[config.mk]
export PLATFORM = sky130hd
export DESIGN_NAME = alu_mul_seq_flat
export DESIGN_NICKNAME = d
export VERILOG_FILES = /design/src/rtl/alu_mul_seq_if.sv /design/src/rtl/alu_mul_seq.sv /design/src/flat_wrapper.sv
export SDC_FILE = /design/constraint.sdc
export NUM_CORES = 1
export LEC_CHECK = 0
export CAP_MARGIN = 40
export CORE_ASPECT_RATIO = 0.8
export CORE_MARGIN = 2
export CORE_UTILIZATION = 45
export CTS_CLUSTER_SIZE = 40
export DETAILED_ROUTE_END_ITERATION = 10
export HOLD_SLACK_MARGIN = 0.05
export PLACE_DENSITY = 0.81
export SLEW_MARGIN = 0
export SYNTH_ARGS = -nofsm -noshare
export SYNTH_HDL_FRONTEND = slang
export SYNTH_SLANG_ARGS = --single-unit
[constraint.sdc]
create_clock -name clk -period 3.21 [get_ports clk]
set_input_delay 0.4815 -clock clk [delete_from_list [all_inputs] [get_ports clk]]
set_output_delay 0.4815 -clock clk [all_outputs]
set_load 0.02 [all_outputs]
[src/rtl/alu_mul_seq_if.sv]
// Bus between the control path / shared ALU and the multiply sequencer.
// The master side issues multiply requests and returns the ALU result.
// The slave side is the sequencer, which owns the ALU opcode and operands.
interface alu_mul_seq_if;
    logic        start;
    logic [31:0] op_a;
    logic [31:0] op_b;
    logic        busy;
    logic        done;
    logic [31:0] result;
    logic [3:0]  alu_op;
    logic [31:0] alu_a;
    logic [31:0] alu_b;
    logic [31:0] alu_out;

    modport master (
        output start, op_a, op_b, alu_out,
        input  busy, done, result, alu_op, alu_a, alu_b
    );

    modport slave (
        input  start, op_a, op_b, alu_out,
        output busy, done, result, alu_op, alu_a, alu_b
    );
endinterface

[src/rtl/alu_mul_seq.sv]
// Shift-and-add multiply sequencer: computes the low 32 bits of an unsigned
// 32x32 product by stepping the shared combinational ALU through ADD/SHL/SHR.
// No arithmetic lives here; every add and shift is done by the external ALU.
module alu_mul_seq (
    input  logic         clk,
    input  logic         rst_n,
    alu_mul_seq_if.slave bus
);

    localparam logic [3:0] AluAnd = 4'b0000;
    localparam logic [3:0] AluAdd = 4'b0100;
    localparam logic [3:0] AluShl = 4'b1010;
    localparam logic [3:0] AluShr = 4'b1011;

    typedef enum logic [2:0] {
        StIdle,
        StAdd,
        StShl,
        StShr,
        StFin
    } state_e;

    state_e      state_q, state_d;
    logic [31:0] acc_q, acc_d;   // running partial product
    logic [31:0] mc_q, mc_d;     // multiplicand, shifted left each bit
    logic [31:0] mp_q, mp_d;     // multiplier, shifted right each bit

    logic [3:0]  alu_op;
    logic [31:0] alu_a;
    logic [31:0] alu_b;

    // Step selection for a remaining multiplier: done when no bits remain,
    // otherwise add the multiplicand if the LSB is set, else go straight to shifting.
    function automatic state_e next_step(input logic [31:0] m);
        if (m == 32'd0) begin
            return StFin;
        end else if (m[0]) begin
            return StAdd;
        end else begin
            return StShl;
        end
    endfunction

    // State and datapath registers; reset aborts any operation in flight.
    always_ff @(posedge clk or negedge rst_n) begin
        if (!rst_n) begin
            state_q <= StIdle;
            acc_q   <= 32'd0;
            mc_q    <= 32'd0;
            mp_q    <= 32'd0;
        end else begin
            state_q <= state_d;
            acc_q   <= acc_d;
            mc_q    <= mc_d;
            mp_q    <= mp_d;
        end
    end

    // Next-state, register updates and ALU drive, all decoded from the current state.
    always_comb begin
        state_d = state_q;
        acc_d   = acc_q;
        mc_d    = mc_q;
        mp_d    = mp_q;
        alu_op  = AluAnd;
        alu_a   = 32'd0;
        alu_b   = 32'd0;

        unique case (state_q)
            StIdle: begin
                if (bus.start) begin
                    acc_d   = 32'd0;
                    mc_d    = bus.op_a;
                    mp_d    = bus.op_b;
                    state_d = next_step(bus.op_b);
                end
            end
            StAdd: begin
                alu_op  = AluAdd;
                alu_a   = acc_q;
                alu_b   = mc_q;
                acc_d   = bus.alu_out;
                state_d = StShl;
            end
            StShl: begin
                alu_op  = AluShl;
                alu_a   = mc_q;
                alu_b   = 32'd1;
                mc_d    = bus.alu_out;
                state_d = StShr;
            end
            StShr: begin
                alu_op  = AluShr;
                alu_a   = mp_q;
                alu_b   = 32'd1;
                mp_d    = bus.alu_out;
                // Decide on the shifted multiplier the ALU is producing this cycle.
                state_d = next_step(bus.alu_out);
            end
            StFin: begin
                state_d = StIdle;
            end
            default: begin
                state_d = StIdle;
            end
        endcase
    end

    assign bus.busy   = (state_q != StIdle);
    assign bus.done   = (state_q == StFin);
    assign bus.result = acc_q;
    assign bus.alu_op = alu_op;
    assign bus.alu_a  = alu_a;
    assign bus.alu_b  = alu_b;

    // done is a sub-phase of busy, and the ALU is left idle-driven outside active steps.
    a_done_busy: assert property (@(posedge clk) disable iff (!rst_n) bus.done |-> bus.busy);
    a_idle_alu: assert property (@(posedge clk) disable iff (!rst_n)
        (!bus.busy || bus.done) |-> (alu_op == AluAnd && alu_a == 32'd0 && alu_b == 32'd0));

endmodule

[src/flat_wrapper.sv]
// flat-port wrapper written by rule: the top's interface ports become plain ports
module alu_mul_seq_flat 
  (clk, rst_n, bus_start, bus_op_a, bus_op_b, bus_alu_out, bus_busy, bus_done, bus_result, bus_alu_op, bus_alu_a, bus_alu_b);
  alu_mul_seq_if bus_i ();
  input  logic clk;
  input  logic rst_n;
  input wire logic [$bits(bus_i.start)-1:0] bus_start;
  input wire logic [$bits(bus_i.op_a)-1:0] bus_op_a;
  input wire logic [$bits(bus_i.op_b)-1:0] bus_op_b;
  input wire logic [$bits(bus_i.alu_out)-1:0] bus_alu_out;
  output wire logic [$bits(bus_i.busy)-1:0] bus_busy;
  output wire logic [$bits(bus_i.done)-1:0] bus_done;
  output wire logic [$bits(bus_i.result)-1:0] bus_result;
  output wire logic [$bits(bus_i.alu_op)-1:0] bus_alu_op;
  output wire logic [$bits(bus_i.alu_a)-1:0] bus_alu_a;
  output wire logic [$bits(bus_i.alu_b)-1:0] bus_alu_b;
  assign bus_i.start = bus_start;
  assign bus_i.op_a = bus_op_a;
  assign bus_i.op_b = bus_op_b;
  assign bus_i.alu_out = bus_alu_out;
  assign bus_busy = bus_i.busy;
  assign bus_done = bus_i.done;
  assign bus_result = bus_i.result;
  assign bus_alu_op = bus_i.alu_op;
  assign bus_alu_a = bus_i.alu_a;
  assign bus_alu_b = bus_i.alu_b;
  alu_mul_seq u_core (.clk(clk), .rst_n(rst_n), .bus(bus_i));
endmodule
# Word-level counts from Yosys, hierarchy flattened
# Cells that the tools add are included.
# W data, S select, Z words.
# classes
n_reduce_logical	11
n_eq_ne	5
mux	15
# op_table
op	n
$pmux W32 S2	4
$mux W32	3
$pmux W32 S3	1
$logic_not A32 Y1	2
$pmux W3 S4	1
$pmux W4 S3	1
$mux W3	3
$eq A3 B2 Y1 const B	2
$reduce_and A2 Y1	3
$reduce_bool A2 Y1	3
$mux W2	2
$eq A3 B1 Y1 const B	1
$eq A3 B3 Y1 const B	1
$logic_not A3 Y1	1
$reduce_bool A3 Y1	1
$ne A2 B2 Y1 const B	1
$reduce_or A2 Y1	1
# word_totals
regBits	99
output_inout_bits	102
inputBits	99

# Longest topological paths before layout
# Gate-level depths: netlist of the first run.
# depth
word_depth	4
mapped_depth	8
mapped_depth_nobuf	5

# Worst setup path after synthesis of the first run
# OpenSTA, ideal clock, no wires.
# synth_path
path_type	register -> output
from	register u_core.state_q[1]
to	output bus_alu_op[0]
required_time_ns	2.728
t_arrival_ns	1.571
slack_ns	1.157
path_stages_with_launch	5
path_cell_list	dfrtp_1 -> nor2b_1 -> nand2_1 -> clkbuf_1 -> inv_1
# synth_between
elab_chain_cells	2
elab_cells_between_ends	4
classes_between	eq/ne: 3; mux: 1
# synth_rtl
item	line_no	text
start, declared	alu_mul_seq.sv:23	state_e state_q, state_d;
start signal, assigned	alu_mul_seq.sv:47	state_q <= StIdle;
start signal, assigned	alu_mul_seq.sv:52	state_q <= state_d;
$eq A3 B2 Y1 (tied with other cells)	n/a	
$pmux W4 S3 (*)	alu_mul_seq.sv:69	unique case (state_q)
end, declared	flat_wrapper.sv:14	output wire logic [$bits(bus_i.alu_op)-1:0] bus_alu_op;
# Every way passes the cells marked *; elsewhere a longest branch is shown, timed or not.

# Worst setup path in the final report of the first run
# layout_path
from	register u_core.state_q[0]
to	output bus_alu_a[21]
# layout_between
elab_chain_cells	2
elab_cells_between_ends	4
classes_between	eq/ne: 3; mux: 1
# layout_rtl
item	line_no	text
$eq A3 B2 Y1 (tied with other cells)	n/a	
$pmux W32 S3 (*)	alu_mul_seq.sv:69	
end, declared	flat_wrapper.sv:15	output wire logic [$bits(bus_i.alu_a)-1:0] bus_alu_a;
# Marked as above.

==> impl_metrics.py, run 1 <==
metrics = {
    "run_status": {
        "run_status": "finished clean",
    },
    "worst_setup_path": {
        "r2r_start": "u_core.state_q[0]",
        "cp_data_arrival_time_ns": 2.60,
        "r2r_slack_ns": 1.02,
        "rr_endpoint": "u_core.mp_q[25]",
        "crit_fanout": 28,
        "startpoint": "u_core.state_q[0]",
        "crit_type": "reg -> out",
        "reg2regPathDepth": 5,
        "startpoint_type": "flip-flop",
        "required_ns": 2.73,
        "cp-end-kind": "output pin",
    },
    "cells_and_area": {
        "areaGrowthSynthToFinish_pct": 44.28,
        "diodes": 0,
        "final_area_mm2": 0.007963,
        "seqCellArea_mm2": 0.002481,
        "n_fill_cell": 950,
        "utilization_pct": 65.96,
        "multi_input_area_mm2": 0.002803,
        "drive_gt1_share_pct": 9.091,
        "nNetsFinal": 886,
    },
    "placement": {
        "dpl_worst_slack_ns": 0.4290,
        "place_area_mm2": 0.007627,
        "gp_congestion": 0.8734,
        "dp.final_hpwl_um": 12750,
        "io_buffers": 200,
    },
    "clock_tree": {
        "hold_buffers": 0,
        "clk_path_buf_depth": 2,
        "numCtsBuffers": 9,
        "clock-sinks": 99,
        "cts_tree": "done",
        "post-cts-setup-buffers": 0,
        "cts-root-buf": "clkbuf_16",
        "cts_max_level": 3,
        "ctsResizeCount": 0,
        "clk_pin_slew_worst_paths_ns": 0.07,
        "worstSkewPairLatency_ns": 0.33,
    },
    "die": {
        "fp.coreArea_mm2": 0.01207,
        "initial_utilization_pct": 45.72,
        "dieWidth_um": 127.8,
        "die_h_um": 103.1,
        "ioPinCount": 201,
        "num_rows": 36,
        "die-area_mm2": 0.01317,
    },
    "power_and_ir_drop": {
        "leakage_nw": 3.170,
        "vdd_ir_drop_max_mv": 0.6033,
        "powerDensity_mw_per_mm2": 1100,
    },
    "synth": {
        "syn-num-nets": 709,
        "netlist_area_mm2": 0.005519,
        "synth_top_area_share_pct": 44.89,
        "ys_top_cells_by_count": "dfrtp_1, nand2_1, nor2_1",
        "ys.warnings.count": 0,
        "synth_top_area_cell": "dfrtp_1",
        "seq_area_frac_synth_pct": 44.89,
        "avgSynthCellArea_um2": 9.048,
        "synth-async-reset-ratio_pct": 100.0,
        "syn_inst": 610,
        "ys_ff_latch": 99,
        "synth-edff-count": 0,
        "synth.distinct_cells": 28,
        "ys.flop_type": "dfrtp_1",
        "yosys-top-cells-area": "dfrtp_1, mux2i_1, nand2_1, mux2_2, nor2_1",
    },
    "sta": {
        "rsz0062_at_grt": "false",
        "fin_crit_ns": 3.084,
        "fin_setup_tns_ns": 0,
        "setup_viol": 0,
        "period_share_pct": 96.08,
        "tightest_slew_ns": 0.6643,
        "fin_ws_ns": 0.1258,
        "hold_violations": 0,
        "fin_skew_ns": 0.006049,
        "max_slew_margin_pct": 55.71,
        "fmax_mhz": 324.2,
        "slew_violations": 0,
    },
    "worst_hold_path": {
        "hp-class": "in -> async",
    },
    "routing": {
        "route.detailed.drc": 0,
        "routed_wl_um": 18320,
        "num_vias": 5425,
        "drt-wirelength-per-cell_um": 19.41,
        "vias_per_cell": 5.747,
        "firstDrtPassIters": 5,
        "antenna_left": 0,
        "first_iter_violations": 373,
    },
    "global_routing": {
        "antenna_found_initial": 0,
        "grt_max_degree": 64,
        "grt_overflow": 0,
        "grt_pass1_vias": 5292,
        "grt_pass1_wl_um": 28410,
        "track_usage_pct": 27.84,
    },
    "flow_run": {
        "max-cap-violations": 0,
    },
}
[worst max-delay path, stage by stage, from the launching register on]
cell and delay, ns:
dfrtp_2 0.59, buf_4 0.46, mux2_2 0.39, a22oi_1 0.18, nor2_1 0.08, clkdlybuf4s50_1 0.55
[registers in the layout (all words and copies together), names as in the netlist]
signal and count:
u_core.bus.result 32, u_core.mc_q 32, u_core.mp_q 32, u_core.state_q 3
[per-stage QoR]
stage	power, mW	hold slack, ns	cells
final	8.757	0.1637	944
after global routing	9.299	0.2060	944
after CTS	8.752	0.1811	942
after detailed placement	7.558	0.5440	926
after global placement	7.383	0.5336	926
after floorplan	5.377	0.1859	610
[how the worst max path moves through the flow]
stage / slack [ns] / endpoint
after floorplan: 1.16 / bus_alu_op[0]
after global placement: 0.47 / bus_alu_b[27]
after detailed placement: 0.43 / bus_alu_a[25]
after CTS: 0.03 / bus_alu_a[25]
after global routing: 0.02 / bus_alu_a[19]
final: 0.13 / bus_alu_a[21]
[power breakdown]
group	switching, mW	total [mW]	internal [mW]
clock network	0.456	1.16	0.706
logic	2.84	5.24	2.40
registers	0.491	2.36	1.86
[final cells by class]
type | instances | share of cell area [%]
repair buffers | 216 | 27.09
clock buffers | 12 | 3.096
inverters | 3 | 0.1414
multi-input cells | 458 | 35.20
well taps | 152 | 2.388
flip-flops and latches | 99 | 31.16
clock inverters | 4 | 0.9271
[logic make-up after synthesis]
family	Yosys count	synth area share, %
AOI/OAI and AO/OA	135	13.76
xor gates and xnor gates	1	0.1587
buffers and inverters	53	4.579
DFF	99	44.89
muxes	95	17.96
and+or+nand+nor	227	18.66
[cells in the final DEF, fill, tap and decap left out, types with 2 or more instances in the layout]
cell type,n
clkdlybuf4s50_1,199
nand2_1,98
dfrtp_1,96
nor2_1,65
mux2i_1,63
a21oi_1,35
o21ai_1,35
mux2_2,32
a22oi_1,32
o21ai_0,32
and2_1,31
nor4_1,16
buf_4,14
clkbuf_16,9
nand4_1,4
buf_12,3
dfrtp_2,3
or3_1,2
inv_1,2
nor3b_1,2
clkbuf_1,2
bufinv_16,2
[per-layer routing]
layer	global-route usage, %	part of all wire (%)	vias up
met5	0	0	-
met4	8.369	1.5	0
met3	6.175	8.9	26
met2	46.44	47	291
met1	36.78	43	2636
li1	-	-	2472
Power figures use the tool's default switching activity.
==> run 2: changes to the inputs <==
--- a/config.mk
+++ b/config.mk
@@ -7,7 +7,6 @@
 export LEC_CHECK = 0
 export CAP_MARGIN = 40
 export CORE_ASPECT_RATIO = 0.8
-export CORE_MARGIN = 2
 export CORE_UTILIZATION = 45
 export CTS_CLUSTER_SIZE = 40
 export DETAILED_ROUTE_END_ITERATION = 10
==> run 2 against run 1 <==
Compared with the run above:
- count of clock-buffer cells in the layout is 2 lower
- register-to-register slack worse by 0.17 ns
- sequential power about the same
- clock skew is 0.0020 ns lower
- sequential share of layout area shrank 0.16 points
- core utilization increased by 2.2 points
- non-clock buffer count is the same
- final area grew 0.50%
- critical path type unchanged
- critical endpoint is now bus_alu_a[19]
- highest routed layer unchanged
==> impl_metrics.py, run 2 (synthesis results as in run 1) <==
metrics = {
    "sta": {
        "rsz0062_at_grt": "false",
        "tightest_slew_ns": 0.6572,
        "fin_crit_ns": 2.981,
        "hold_violations": 0,
        "fin_setup_tns_ns": 0,
        "fin_skew_ns": 0.004074,
        "fmax_mhz": 335.5,
        "setup_viol": 0,
        "period_share_pct": 92.87,
        "max_slew_margin_pct": 56.19,
        "slew_violations": 0,
    },
    "worst_setup_path": {
        "crit_family": "buffers and inverters",
        "cp_data_arrival_time_ns": 2.50,
        "required_ns": 2.73,
        "cp_cell_sequence": "nor2b_4, buf_4, a22oi_1, nor2_1, clkdlybuf4s50_1",
        "crit_path_top_delay_cell": "clkdlybuf4s50_1",
        "startpoint_type": "flip-flop",
        "crit_buf_inv": 2,
        "cpPeakStageDelay_ns": 0.65,
        "cp-end-kind": "output pin",
        "crit_fanout": 32,
        "crit_type": "reg -> out",
    },
    "routing": {
        "routed_wl_um": 18480,
        "antenna_left": 0,
        "route.detailed.drc": 0,
        "drt-wirelength-per-cell_um": 19.66,
        "drt-met1-wl_um": 7901,
        "num_vias": 5458,
        "highest_layer": "met4",
        "wl_met2_um": 8672,
        "wl_met3_um": 1672,
        "first_iter_violations": 580,
        "firstDrtPassIters": 6,
        "vias_per_cell": 5.806,
    },
    "clock_tree": {
        "cts_tree": "done",
        "clock-sinks": 99,
        "clk_path_buf_depth": 2,
        "ctsResizeCount": 0,
        "cts-root-buf": "clkbuf_16",
        "cts_max_level": 3,
        "hold_buffers": 0,
        "worstSkewPairLatency_ns": 0.34,
        "numCtsBuffers": 9,
        "clk_pin_slew_worst_paths_ns": 0.07,
        "post-cts-setup-buffers": 0,
    },
    "placement": {
        "dp.final_hpwl_um": 12820,
        "gp_congestion": 0.9125,
        "io_buffers": 200,
        "place_area_mm2": 0.007637,
    },
    "cells_and_area": {
        "n_fill_cell": 953,
        "diodes": 0,
        "drive_gt1_share_pct": 9.217,
        "final_common_cell": "clkdlybuf4s50_1",
        "final_area_mm2": 0.008003,
        "final_cell_mix": "clkdlybuf4s50_1, nand2_1, dfrtp_1, nor2_1, mux2i_1",
        "areaGrowthSynthToFinish_pct": 45.00,
        "nNetsFinal": 886,
    },
    "die": {
        "die_h_um": 101.1,
        "num_rows": 35,
        "fp.coreArea_mm2": 0.01174,
        "die-area_mm2": 0.01271,
        "dieWidth_um": 125.8,
        "initial_utilization_pct": 47.03,
        "ioPinCount": 201,
    },
    "power_and_ir_drop": {
        "vdd_ir_drop_max_mv": 0.7537,
        "powerDensity_mw_per_mm2": 1116,
        "leakage_nw": 3.187,
    },
    "global_routing": {
        "grt_overflow": 0,
        "grt_max_degree": 64,
        "grt_pass1_wl_um": 29380,
        "grt_pass1_vias": 5554,
        "antenna_found_initial": 0,
        "track_usage_pct": 29.88,
    },
    "flow_run": {
        "max-cap-violations": 0,
    },
    "run_status": {
        "run_status": "finished clean",
    },
    "worst_hold_path": {
        "hp-class": "in -> async",
    },
}
==> run 2: cell count changes in the layout (fill, tap and decap cells not counted) <==
cell	before	now
clkinv_4	1	0
clkbuf_8	1	0
clkinv_2	1	0
bufinv_16	2	4
inv_6	0	1
clkinvlp_4	0	1
clkbuf_1	2	1
==> run 2: power by group <==
part	switching (mW)	total, mW	internal, mW
Clock	0.473	1.32	0.844
Combinational	2.81	5.22	2.41
Sequential	0.530	2.39	1.86
Total	3.81	8.93	5.12
==> run 2: final cells by class <==
cell class / count / area (um2) / area share (%)
multi-input combinational: 458 / 2803 / 35.02
clock buffer: 10 / 229.0 / 2.861
inverter: 3 / 11.26 / 0.1407
timing repair buffer: 216 / 2157 / 26.95
tap: 148 / 185.2 / 2.314
clock inverter: 6 / 136.4 / 1.704
sequential: 99 / 2481 / 31.00
==> run 2: routing by layer <==
| metal | GRT usage, % | up-vias |
|---|---|---|
| met5 | 0 | - |
| met4 | 8.990 | 0 |
| met3 | 6.794 | 31 |
| met2 | 48.63 | 333 |
| met1 | 40.01 | 2628 |
| li1 | - | 2466 |
==> run 2: final timing paths <==
path | start | to | slack [ns] | depth (start not counted)
worst max-delay path | u_core.state_q[0] | bus_alu_a[19] | 0.23 | 5
worst min-delay path | rst_n | u_core.bus.result[31] | 0.16 | 1
worst max register to register | u_core.state_q[2] | u_core.mc_q[30] | 0.85 | 6
worst min register to register | u_core.bus.result[18] | u_core.bus.result[18] | 0.55 | 2
max in group asynchronous | rst_n | u_core.bus.result[9] | 2.32 | 2
min in group clk | u_core.bus.result[18] | u_core.bus.result[18] | 0.55 | 2
==> run 2: stage by stage <==
step | cells | utilization, % | total power [mW] | worst slack, ns | hold slack [ns]
6_report | 940 | 68.19 | 8.929 | 0.2289 | 0.1608
3_3_place_gp | 924 | 65.07 | 7.421 | 0.6602 | 0.5383
2_1_floorplan | 610 | - | 5.377 | 1.157 | 0.1859
3_5_place_dp | 924 | 65.07 | 7.587 | 0.6093 | 0.5416
5_1_grt | 940 | 68.19 | 9.484 | 0.09011 | 0.1886
4_1_cts | 940 | 68.19 | 8.934 | 0.2202 | 0.1784
==> run 3: changes to the inputs <==
--- a/config.mk
+++ b/config.mk
@@ -7,11 +7,11 @@
 export LEC_CHECK = 0
 export CAP_MARGIN = 40
 export CORE_ASPECT_RATIO = 0.8
-export CORE_UTILIZATION = 45
+export CORE_UTILIZATION = 49
 export CTS_CLUSTER_SIZE = 40
 export DETAILED_ROUTE_END_ITERATION = 10
 export HOLD_SLACK_MARGIN = 0.05
-export PLACE_DENSITY = 0.81
+export PLACE_DENSITY = 0.87
 export SLEW_MARGIN = 0
 export SYNTH_ARGS = -nofsm -noshare
 export SYNTH_HDL_FRONTEND = slang
==> run 3 against run 2 <==
Compared with the run above:
- power is 2.2% lower
- clock power is 15% lower
- final area is 0.61% lower
- routed wire length is 3.5% lower
- sequential cell count stayed put
- setup slack worse by 0.045 ns
- critical path type unchanged
- highest routed layer unchanged
==> impl_metrics.py, run 3 (synthesis results as in run 1) <==
metrics = {
    "run_status": {
        "run_status": "finished clean",
    },
    "worst_setup_path": {
        "crit_fanout": 26,
        "startpoint_type": "flip-flop",
        "crit_type": "reg -> out",
        "cp-end-kind": "output pin",
        "r2r_start": "u_core.state_q[1]",
        "crit_path_top_delay_cell": "clkdlybuf4s50_1",
        "cp_cell_sequence": "nor2b_4, nand2b_2, inv_2, buf_4, and2_1, clkdlybuf4s50_1",
        "required_ns": 2.73,
        "cp_data_arrival_time_ns": 2.54,
        "startpoint": "u_core.state_q[0]",
        "cpPeakStageDelay_ns": 0.60,
    },
    "flow_run": {
        "max-cap-violations": 0,
    },
    "die": {
        "initial_utilization_pct": 50.48,
        "dieWidth_um": 120.7,
        "ioPinCount": 201,
        "fp.coreArea_mm2": 0.01093,
        "num_rows": 34,
        "die-area_mm2": 0.01169,
        "die_h_um": 96.93,
    },
    "routing": {
        "drt-wirelength-per-cell_um": 19.07,
        "routed_wl_um": 17830,
        "firstDrtPassIters": 5,
        "route.detailed.drc": 0,
        "antenna_left": 0,
        "num_vias": 5524,
        "first_iter_violations": 531,
        "vias_per_cell": 5.908,
    },
    "power_and_ir_drop": {
        "powerDensity_mw_per_mm2": 1098,
        "leakage_nw": 3.172,
        "switching_share_pct": 43.17,
        "pwr-share-seq_pct": 27.3,
        "switchingPower_mw": 3.770,
        "internal_power_mw": 4.963,
        "power.total_mw": 8.733,
        "vdd_ir_drop_max_mv": 0.5807,
        "p_clk_share_pct": 12.8,
        "combPwrFrac_pct": 59.8,
    },
    "cells_and_area": {
        "final_common_cell": "clkdlybuf4s50_1",
        "diodes": 0,
        "final_cell_mix": "clkdlybuf4s50_1, nand2_1, dfrtp_1, nor2_1, mux2i_1",
        "seqCellArea_mm2": 0.002481,
        "areaGrowthSynthToFinish_pct": 44.12,
        "nNetsFinal": 887,
        "multi_input_area_mm2": 0.002803,
        "drive_gt1_share_pct": 9.229,
        "n_fill_cell": 774,
    },
    "global_routing": {
        "track_usage_pct": 30.59,
        "grt_overflow": 0,
        "antenna_found_initial": 0,
        "grt_pass1_wl_um": 27840,
        "grt_max_degree": 64,
        "grt_pass1_vias": 5264,
    },
    "placement": {
        "dp.final_hpwl_um": 12290,
        "io_buffers": 200,
        "gp_congestion": 0.9261,
    },
    "clock_tree": {
        "clk_path_buf_depth": 2,
        "numCtsBuffers": 9,
        "clk_pin_slew_worst_paths_ns": 0.07,
        "hold_buffers": 0,
        "cts-root-buf": "clkbuf_16",
        "cts_max_level": 3,
        "post-cts-setup-buffers": 0,
        "worstSkewPairLatency_ns": 0.35,
        "cts_tree": "done",
        "ctsResizeCount": 0,
        "clock-sinks": 99,
    },
    "sta": {
        "hold_violations": 0,
        "fmax_mhz": 330.5,
        "fin_skew_ns": 0.006433,
        "slew_violations": 0,
        "fin_crit_ns": 3.026,
        "max_slew_margin_pct": 58.10,
        "period_share_pct": 94.26,
        "fin_setup_tns_ns": 0,
        "rsz0062_at_grt": "false",
        "setup_viol": 0,
        "tightest_slew_ns": 0.6286,
    },
    "worst_hold_path": {
        "hp-class": "in -> async",
    },
}
==> run 3: worst max-delay path: cells and delay by family (launching register included) <==
| kind | cells | cell delay [ns] |
|---|---|---|
| buffers and inverters | 3 | 0.95 |
| and+or+nand+nor | 3 | 0.64 |
| DFF | 1 | 0.59 |
==> run 3: area by class of cell <==
type | instances | area share [%]
inverters | 3 | 0.1416
clock buffers | 12 | 3.351
repair buffers | 217 | 27.37
flip-flops and latches | 99 | 31.19
clock inverters | 2 | 0.4405
well taps | 144 | 2.265
multi-input cells | 458 | 35.24
==> run 3: final timing paths <==
check	slack, ns	cells after the start	end
worst min register to register	0.56	2	u_core.bus.result[5]
worst max-delay path	0.18	6	bus_alu_b[18]
min in group clk	0.56	2	u_core.bus.result[5]
worst max register to register	0.74	6	u_core.mc_q[20]
max in group asynchronous	2.17	3	u_core.bus.result[11]
worst min-delay path	0.13	1	u_core.mc_q[28]
==> run 3: routing by layer <==
metal  global-route usage (%)  vias to the layer above  share of wire, %
met5                        0                        -                 0
met4                    9.117                        0               1.9
met3                    7.252                       30                10
met2                    47.57                      355                46
met1                    42.38                     2664                42
li1                         -                     2475                 -
==> run 3: stage by stage <==
stage	utilization, %	hold slack [ns]	worst slack [ns]	std cells	area [um2]
final	72.75	0.1330	0.1843	935	7954
after global routing	72.75	0.1716	0.03893	935	7954
after CTS	72.75	0.1503	0.1886	935	7954
after detailed placement	69.99	0.5153	0.5594	921	7652
after global placement	69.81	0.5362	0.6257	920	7632
after floorplan	-	0.1859	1.157	610	5519
==> run 3: power by group through the flow <==
stage	combinational [mW]	sequential, mW	clock, mW
after global placement	5.06	2.35	0
after detailed placement	5.19	2.38	0
after global routing	5.62	2.45	1.17
after floorplan	2.99	2.39	0
final	5.23	2.39	1.12
after CTS	5.22	2.37	1.13
